File: src/rtl/serial_bit_tx.sv
// Serial transmitter: start bit, LSB-first data, optional even parity, stop bit(s).
// Optional parity stage is enabled by defining SERIAL_TX_PARITY_EN.
module serial_bit_tx #(
    parameter int unsigned WIDTH     = 8,
    parameter int unsigned STOP_BITS = 1
) (
    input  logic             clk,
    input  logic             rst,
    input  logic [WIDTH-1:0] data_i,
    input  logic             valid_i,
    output logic             ready_o,
    output logic             o,
    output logic             busy_o,
    output logic             done_o
);

    // Counter must also reach STOP_BITS-1 when WIDTH is very small.
    localparam int unsigned DATA_CNT_W = $clog2(WIDTH + 1);
    localparam int unsigned STOP_CNT_W = $clog2(STOP_BITS + 1);
    localparam int unsigned CNT_W      = (DATA_CNT_W > STOP_CNT_W) ? DATA_CNT_W : STOP_CNT_W;

    typedef enum logic [2:0] {
        ST_IDLE   = 3'd0,
        ST_START  = 3'd1,
        ST_DATA   = 3'd2,
        ST_PARITY = 3'd3,
        ST_STOP   = 3'd4
    } state_e;

    state_e             state_q, state_d;
    logic [CNT_W-1:0]   cnt_q, cnt_d;
    logic [WIDTH-1:0]   shift_q, shift_d;
    logic               o_q, o_d;
    logic               busy_q, busy_d;
    logic               done_q, done_d;
`ifdef SERIAL_TX_PARITY_EN
    logic               parity_q, parity_d;
`endif

    // State and datapath registers
    always_ff @(posedge clk) begin
        if (rst) begin
            state_q <= ST_IDLE;
            cnt_q   <= '0;
            shift_q <= '0;
            o_q     <= 1'b0;
            busy_q  <= 1'b0;
            done_q  <= 1'b0;
`ifdef SERIAL_TX_PARITY_EN
            parity_q <= 1'b0;
`endif
        end else begin
            state_q <= state_d;
            cnt_q   <= cnt_d;
            shift_q <= shift_d;
            o_q     <= o_d;
            busy_q  <= busy_d;
            done_q  <= done_d;
`ifdef SERIAL_TX_PARITY_EN
            parity_q <= parity_d;
`endif
        end
    end

    // Next-state, bit counter and shift register
    always_comb begin
        state_d = state_q;
        cnt_d   = cnt_q;
        shift_d = shift_q;
`ifdef SERIAL_TX_PARITY_EN
        parity_d = parity_q;
`endif
        case (state_q)
            ST_IDLE: begin
                if (valid_i) begin
                    state_d = ST_START;
                    cnt_d   = '0;
                    shift_d = data_i;
`ifdef SERIAL_TX_PARITY_EN
                    parity_d = ^data_i;
`endif
                end
            end
            ST_START: begin
                state_d = ST_DATA;
                cnt_d   = '0;
            end
            ST_DATA: begin
                shift_d = shift_q >> 1;
                if (cnt_q == CNT_W'(WIDTH - 1)) begin
`ifdef SERIAL_TX_PARITY_EN
                    state_d = ST_PARITY;
`else
                    state_d = ST_STOP;
`endif
                    cnt_d = '0;
                end else begin
                    cnt_d = CNT_W'(cnt_q + 1'b1);
                end
            end
`ifdef SERIAL_TX_PARITY_EN
            ST_PARITY: begin
                state_d = ST_STOP;
                cnt_d   = '0;
            end
`endif
            ST_STOP: begin
                if (cnt_q == CNT_W'(STOP_BITS - 1)) begin
                    state_d = ST_IDLE;
                    cnt_d   = '0;
                end else begin
                    cnt_d = CNT_W'(cnt_q + 1'b1);
                end
            end
            default: begin
                state_d = ST_IDLE;
                cnt_d   = '0;
            end
        endcase
    end

    // Outputs are registered from the upcoming state so they line up with it
    always_comb begin
        o_d    = 1'b0;
        busy_d = (state_d != ST_IDLE);
        done_d = 1'b0;
        case (state_d)
            ST_START: o_d = 1'b1;
            ST_DATA:  o_d = shift_d[0];
`ifdef SERIAL_TX_PARITY_EN
            ST_PARITY: o_d = parity_d;
`endif
            ST_STOP:  done_d = (cnt_d == CNT_W'(STOP_BITS - 1));
            default:  o_d = 1'b0;
        endcase
    end

    assign ready_o = (state_q == ST_IDLE) & ~rst;
    assign o       = o_q;
    assign busy_o  = busy_q;
    assign done_o  = done_q;

endmodule

File: config.mk
export PLATFORM = sky130hd
export DESIGN_NAME = serial_bit_tx
export DESIGN_NICKNAME = d
export VERILOG_FILES = /design/src/rtl/serial_bit_tx.sv
export SDC_FILE = /design/constraint.sdc
export NUM_CORES = 1
export LEC_CHECK = 0
export CORE_AREA = 2 2 45 47
export DETAILED_ROUTE_END_ITERATION = 10
export DIE_AREA = 0 0 47 49
export PLACE_DENSITY = 0.84
export SKIP_LAST_GASP = 1
export SYNTH_ARGS = -nofsm -noshare
export SYNTH_HDL_FRONTEND = slang
export SYNTH_SLANG_ARGS = --single-unit
File: constraint.sdc
create_clock -name clk -period 4.4 [get_ports clk]
set_input_delay 0.44 -clock clk [delete_from_list [all_inputs] [get_ports clk]]
set_output_delay 0.44 -clock clk [all_outputs]
set_load 0.02 [all_outputs]
==> impl_metrics.csv, run 1 <==
group,metric,value,unit
power_and_ir_drop,p_per_area,310,nW/µm²
sta,tns,0,ns
clocking,clockRootBuffer,"clkbuf_4",
detailed_routing,viasPerCell,5.69,
setup_path,cp-start-kind,"input pin",
die,num_rows,16,
synth,yosysWarningCount,0,
detailed_routing,dr_wl_met3,47,µm
clocking,cts_resized,0,
sta,slew_violations,0,
sta,min_period,2.56,ns
setup_path,startpoint,"rst",
flow_run,maxCapViolCount,0,
clocking,clk_pin_slew,0.09,ns
detailed_routing,wl_met1,757,µm
synth,synth_edf_count,0,
synth,synth_xor_area_share,1.02,%
layout,nets,125,
sta,whs,0.464,ns
clocking,clock_latency,0.29,ns
die,dieArea,2300,µm²
power_and_ir_drop,peakVddDrop,211,µV
min_path,hold_path.class,"reg -> reg",
grt,grt_max_degree,20,
placed_design,port_buffers,14,
layout,design_area,1030,µm²
run_status,status,"finished clean",
die,start_util,46.7,%
setup_path,cp_num_cells,3,
sta,max_slew_margin,42.8,%
synth,synth-seq-cells,18,
synth,syn_inst,99,
detailed_routing,dr_wl_met2,924,µm
layout,area_growth,19.7,%
detailed_routing,routed_wl,1770,µm
sta,worstMarginPinSlew,0.854,ns
setup_path,endpoint,"ready_o",
setup_path,r2r-start,"state_q[1]$_SDFF_PP0_",
sta,fin_ws,1.84,ns
setup_path,path_cells,"clkdlybuf4s50_1 > nor4_1 > clkdlybuf4s50_1",
clocking,postCtsSetupBuffers,0,
setup_path,slowest_stage,"clkdlybuf4s50_1",
clocking,cts_max_level,1,
setup_path,r2r-end,"done_o$_SDFF_PP0_",
detailed_routing,drc,0,
setup_path,cp.required,3.96,ns
setup_path,worst_r2r_path_depth,4,
layout,final_cell_mix,"dfxtp_1, clkdlybuf4s50_1, nand2_1, a21oi_1, a22oi_1",
layout,diodes,0,
detailed_routing,antenna_left,0,
layout,layout-drive-gt1-share,6.36,%
clocking,postCtsHoldBufs,0,
grt,grt_usage,16.5,%
synth,ys_seq_area_share,41.9,%
power_and_ir_drop,p_leak,0.000370,µW
detailed_routing,dr.first_iter.drc_count,22,
grt,grt_first_pass_wirelength,2790,µm
clocking,cts_buffers,3,
layout,final_core_utilization,55.8,%
clocking,cts_sinks,18,
synth,synth_top_family_by_area,"compound AO/OA/AOI/OAI gates",
synth,muxShareOfSynthArea,0,%
setup_path,slowest_delay,0.73,ns
sta,setup_viol_count_final,0,
setup_path,path_buf_inv,2,
setup_path,worstPathArrival,2.12,ns
die,die_width,47,µm
synth,synth_area,860,µm²
synth,syn_nets,112,
sta,rsz0062_at_grt,"false",
grt,grt-ovfl-total,0,
synth,synthArstFlopShare,0,%
placed_design,gp_congestion,0.749,
die,die_h,49,µm
synth,synth_ff_type,"dfxtp_1",
setup_path,path_max_fanout,19,
setup_path,crit_type,"in -> out",
sta,skew,0.00473,ns
sta,finalHoldViolations,0,
setup_path,critPathMostFrequentCell,"clkdlybuf4s50_1",
synth,synthAdderAreaFrac,2.91,%
detailed_routing,post_drt_wl_per_cell,12.9,µm
clocking,tritoncts,"yes",
setup_path,cp-end-kind,"primary output",
grt,grt_pass1_vias,701,
placed_design,pre_cts_slack,1.84,ns
synth,yosysUniqueCellTypes,32,
synth,yosys.area_share.simple,23.4,%
sta,period_share,58.1,%
layout,fillCellCount,175,
min_path,whs_path_depth,2,
detailed_routing,first_pass_iters,4,
detailed_routing,vias,779,
die,fp.coreArea,1840,µm²
synth,synth_compound_area_share,24.9,%
detailed_routing,top_layer_used,"met4",
setup_path,ff2ff_setup_slack,2.15,ns
sta,max_freq,391,MHz
die,ioPinCount,15,
setup_path,path_delay_family,"buffers and inverters",
grt,antenna_found_initial,0,
clocking,ctsLongestPathBuffers,2,
layout,mostFrequentLayoutCell,"dfxtp_1",
placed_design,place_area,1010,µm²
placed_design,dp_hpwl,1310,µm
synth,avgSynthCellArea,8.68,µm²
==> per-layer routing <==
layer / global-route usage, % / vias to the layer above
li1: - / 382
met1: 18.2 / 373
met2: 28.1 / 18
met3: 2.22 / 6
met4: 10.2 / 0
met5: 0 / -
==> final cells by class <==
| type | instances | area [µm²] | area share [%] |
|---|---|---|---|
| Clock buffer | 3 | 22.5 | 2.19 |
| Inverter | 4 | 15.0 | 1.46 |
| Timing Repair Buffer | 15 | 148 | 14.4 |
| Multi-Input combinational cell | 70 | 449 | 43.7 |
| Tap cell | 27 | 33.8 | 3.28 |
| Sequential cell | 18 | 360 | 35.0 |
==> cells in the mapped netlist (2+ instances only) <==
library cell / number / area share (%)
dfxtp_1: 18 / 42
a21oi_1: 12 / 7.0
nand2_1: 12 / 5.2
a22oi_1: 8 / 7.0
nor2_1: 6 / 2.6
nor2b_1: 5 / 3.6
inv_1: 4 / 1.7
buf_2: 3 / 1.7
a21o_1: 2 / 1.7
a221o_1: 2 / 2.3
clkbuf_1: 2 / 0.87
ha_1: 2 / 2.9
nor3b_1: 2 / 1.7
nor4_1: 2 / 1.5
o21ai_0: 2 / 1.2
==> metrics by stage <==
step,power (µW),instances
2_1_floorplan,221,99
3_3_place_gp,241,134
3_5_place_dp,244,134
4_1_cts,319,137
5_1_grt,333,137
6_report,319,137
==> worst register-to-register path, cell delays in order, from the launching register on <==
cell and delay [ns]:
dfxtp_1 0.52, nor3b_2 0.77, nand4b_1 0.26, a221o_1 0.42, nor4b_2 0.20
==> registers in the layout, summed over array words and instances, names as in the netlist <==
name	cells
state_q	3
shift_q	8
busy_o	1
done_o	1
o	1
cnt_q	4
==> report_power, final <==
part / leakage, µW / switching, µW / internal [µW]
logic: 0.000209 / 30.3 / 30.2
clock network: 0.0000138 / 46.6 / 31.8
registers: 0.000147 / 7.52 / 173
total: 0.000370 / 84.4 / 235
==> worst min path at each step <==
stage / from / end / slack [ns]
finish: shift_q[5]$_SDFFE_PP0P_ / shift_q[5]$_SDFFE_PP0P_ / 0.46
global route: shift_q[2]$_SDFFE_PP0P_ / shift_q[2]$_SDFFE_PP0P_ / 0.49
CTS: shift_q[5]$_SDFFE_PP0P_ / shift_q[5]$_SDFFE_PP0P_ / 0.47
detailed placement: shift_q[5]$_SDFFE_PP0P_ / shift_q[5]$_SDFFE_PP0P_ / 0.45
global placement: shift_q[6]$_SDFFE_PP0P_ / shift_q[6]$_SDFFE_PP0P_ / 0.45
floorplan: shift_q[1]$_SDFFE_PP0P_ / shift_q[1]$_SDFFE_PP0P_ / 0.44
==> cells by family after synthesis <==
family          after synthesis
compound gates               32
xor+xnor                      1
simple gates                 35
buf+inv                      11
flops                        18
fa+ha+maj                     2
Note: power is estimated with default switching activity, not from simulation.
==> run 2, diff against run 1 <==
==> constraint.sdc (replaced) <==
create_clock -name clk -period 2.6 [get_ports clk]
set_input_delay 0.26 -clock clk [delete_from_list [all_inputs] [get_ports clk]]
set_output_delay 0.26 -clock clk [all_outputs]
set_load 0.02 [all_outputs]
==> impl_metrics.csv, run 2 (synthesis results as in run 1) <==
group,metric,value,unit
run_status,status,"finished clean",
layout,fillCellCount,176,
setup_path,slowest_stage,"clkdlybuf4s50_1",
die,die_width,47,µm
layout,largest_reg_flops,8,
power_and_ir_drop,p_switching,136,µW
setup_path,path_delay_family,"buffers and inverters",
power_and_ir_drop,swShare,25.4,%
clocking,clockRootBuffer,"clkbuf_4",
setup_path,cp-start-kind,"register",
sta,slew_violations,0,
detailed_routing,vias,750,
die,fp.coreArea,1840,µm²
detailed_routing,dr.first_iter.drc_count,13,
clocking,cts_resized,0,
setup_path,cp.required,2.34,ns
clocking,ctsLongestPathBuffers,2,
setup_path,slowest_delay,0.66,ns
detailed_routing,drc,0,
power_and_ir_drop,p_int,399,µW
clocking,postCtsHoldBufs,0,
detailed_routing,viasPerCell,5.40,
power_and_ir_drop,p_clk_share,23.6,%
layout,area_growth,21.4,%
sta,worstMarginPinSlew,0.515,ns
layout,layout-drive-gt1-share,8.04,%
setup_path,crit_type,"reg -> out",
clocking,tritoncts,"yes",
setup_path,path_max_fanout,11,
power_and_ir_drop,seqPwrFrac,57.0,%
layout,regMostFlops,"shift_q",
sta,min_period,1.97,ns
detailed_routing,first_pass_iters,4,
power_and_ir_drop,peakVddDrop,320,µV
grt,grt_usage,16.0,%
setup_path,r2r-end,"done_o$_SDFF_PP0_",
sta,tns,0,ns
power_and_ir_drop,p_per_area,513,nW/µm²
layout,diodes,0,
detailed_routing,routed_wl,1790,µm
die,dieArea,2300,µm²
sta,rsz0062_at_grt,"false",
grt,grt_first_pass_wirelength,2660,µm
sta,skew,0.00680,ns
clocking,cts_sinks,18,
min_path,hold_path.class,"reg -> reg",
layout,mostFrequentLayoutCell,"dfxtp_1",
die,num_rows,16,
grt,grt_max_degree,19,
power_and_ir_drop,combPwrFrac,19.4,%
die,die_h,49,µm
clocking,clock_latency,0.28,ns
sta,max_slew_margin,65.6,%
grt,grt_pass1_vias,645,
setup_path,cp-end-kind,"primary output",
placed_design,dp_hpwl,1370,µm
sta,setup_viol_count_final,0,
grt,antenna_found_initial,0,
placed_design,gp_congestion,0.817,
sta,period_share,75.7,%
sta,finalHoldViolations,0,
die,ioPinCount,15,
clocking,clk_pin_slew,0.09,ns
min_path,whs_path_depth,2,
layout,nets,127,
detailed_routing,post_drt_wl_per_cell,12.8,µm
layout,final_cell_mix,"dfxtp_1, clkdlybuf4s50_1, nand2_1, a21oi_1, a22oi_1",
grt,grt-ovfl-total,0,
layout,reg_top3,"shift_q (8), cnt_q (4), state_q (3)",
min_path,worstHoldStart,"shift_q[3]$_SDFFE_PP0P_",
power_and_ir_drop,p_leak,0.000380,µW
setup_path,worstPathArrival,1.71,ns
placed_design,port_buffers,14,
clocking,postCtsSetupBuffers,0,
setup_path,path_buf_inv,1,
layout,final_core_utilization,56.7,%
clocking,cts_buffers,3,
detailed_routing,antenna_left,0,
min_path,hold_end,"shift_q[3]$_SDFFE_PP0P_",
sta,max_freq,508,MHz
setup_path,r2r-start,"state_q[1]$_SDFF_PP0_",
clocking,cts_max_level,1,
setup_path,path_cells,"nor4_1 > clkdlybuf4s50_1",
setup_path,ff2ff_setup_slack,0.68,ns
setup_path,worst_r2r_path_depth,4,
die,start_util,46.7,%
flow_run,maxCapViolCount,0,
## run 2: cell count changes in the layout (fill, tap and decap cells not counted)
| cell | before | now |
|---|---|---|
| buf_4 | 1 | 3 |
## run 2: power groups by stage
stage	Combinational [µW]	Clock (µW)	Sequential, µW
after floorplan	65.5	0	309
after global placement	101	0	310
after detailed placement	104	0	311
after CTS	104	132	305
after global routing	113	141	307
final	104	126	305
## run 2: area by class of cell
type / instances / area [µm²] / area share [%]
Inverter: 4 / 15.0 / 1.44
Timing Repair Buffer: 17 / 163 / 15.6
Tap cell: 27 / 33.8 / 3.24
Multi-Input combinational cell: 70 / 449 / 43.0
Sequential cell: 18 / 360 / 34.5
Clock buffer: 3 / 22.5 / 2.16
## run 2: worst min-delay path, stage by stage, from the launching register on
cell and delay, ns:
dfxtp_1 0.32, nand2_1 0.05, a21oi_1 0.05
## run 2: worst max-delay path by stage
stage,to,cells after the start,slack (ns),from
floorplan,done_o$_SDFF_PP0_,6,0.84,cnt_q[0]$_SDFF_PP0_
global placement,done_o$_SDFF_PP0_,6,0.73,cnt_q[0]$_SDFF_PP0_
detailed placement,done_o$_SDFF_PP0_,6,0.71,cnt_q[0]$_SDFF_PP0_
CTS,ready_o,2,0.61,state_q[1]$_SDFF_PP0_
global route,ready_o,2,0.57,state_q[1]$_SDFF_PP0_
finish,ready_o,2,0.63,state_q[1]$_SDFF_PP0_
## run 2: metrics by stage
step                hold slack, ns  total power [µW]  instances  setup WS (ns)  instance area [µm²]
floorplan                    0.400               374         99          0.841                  860
global placement             0.452               411        136          0.734                 1020
detailed placement           0.452               415        136          0.706                 1020
CTS                          0.466               541        139          0.609                 1040
global route                 0.480               561        139          0.568                 1040
finish                       0.461               535        139          0.632                 1040
## run 2: routing by layer
layer	vias to the layer above	track usage, %	wire length (µm)
met4	0	6.94	37
met5	-	0	0
li1	386	-	-
met2	17	27.2	921
met3	4	2.22	55
met1	343	19.3	773
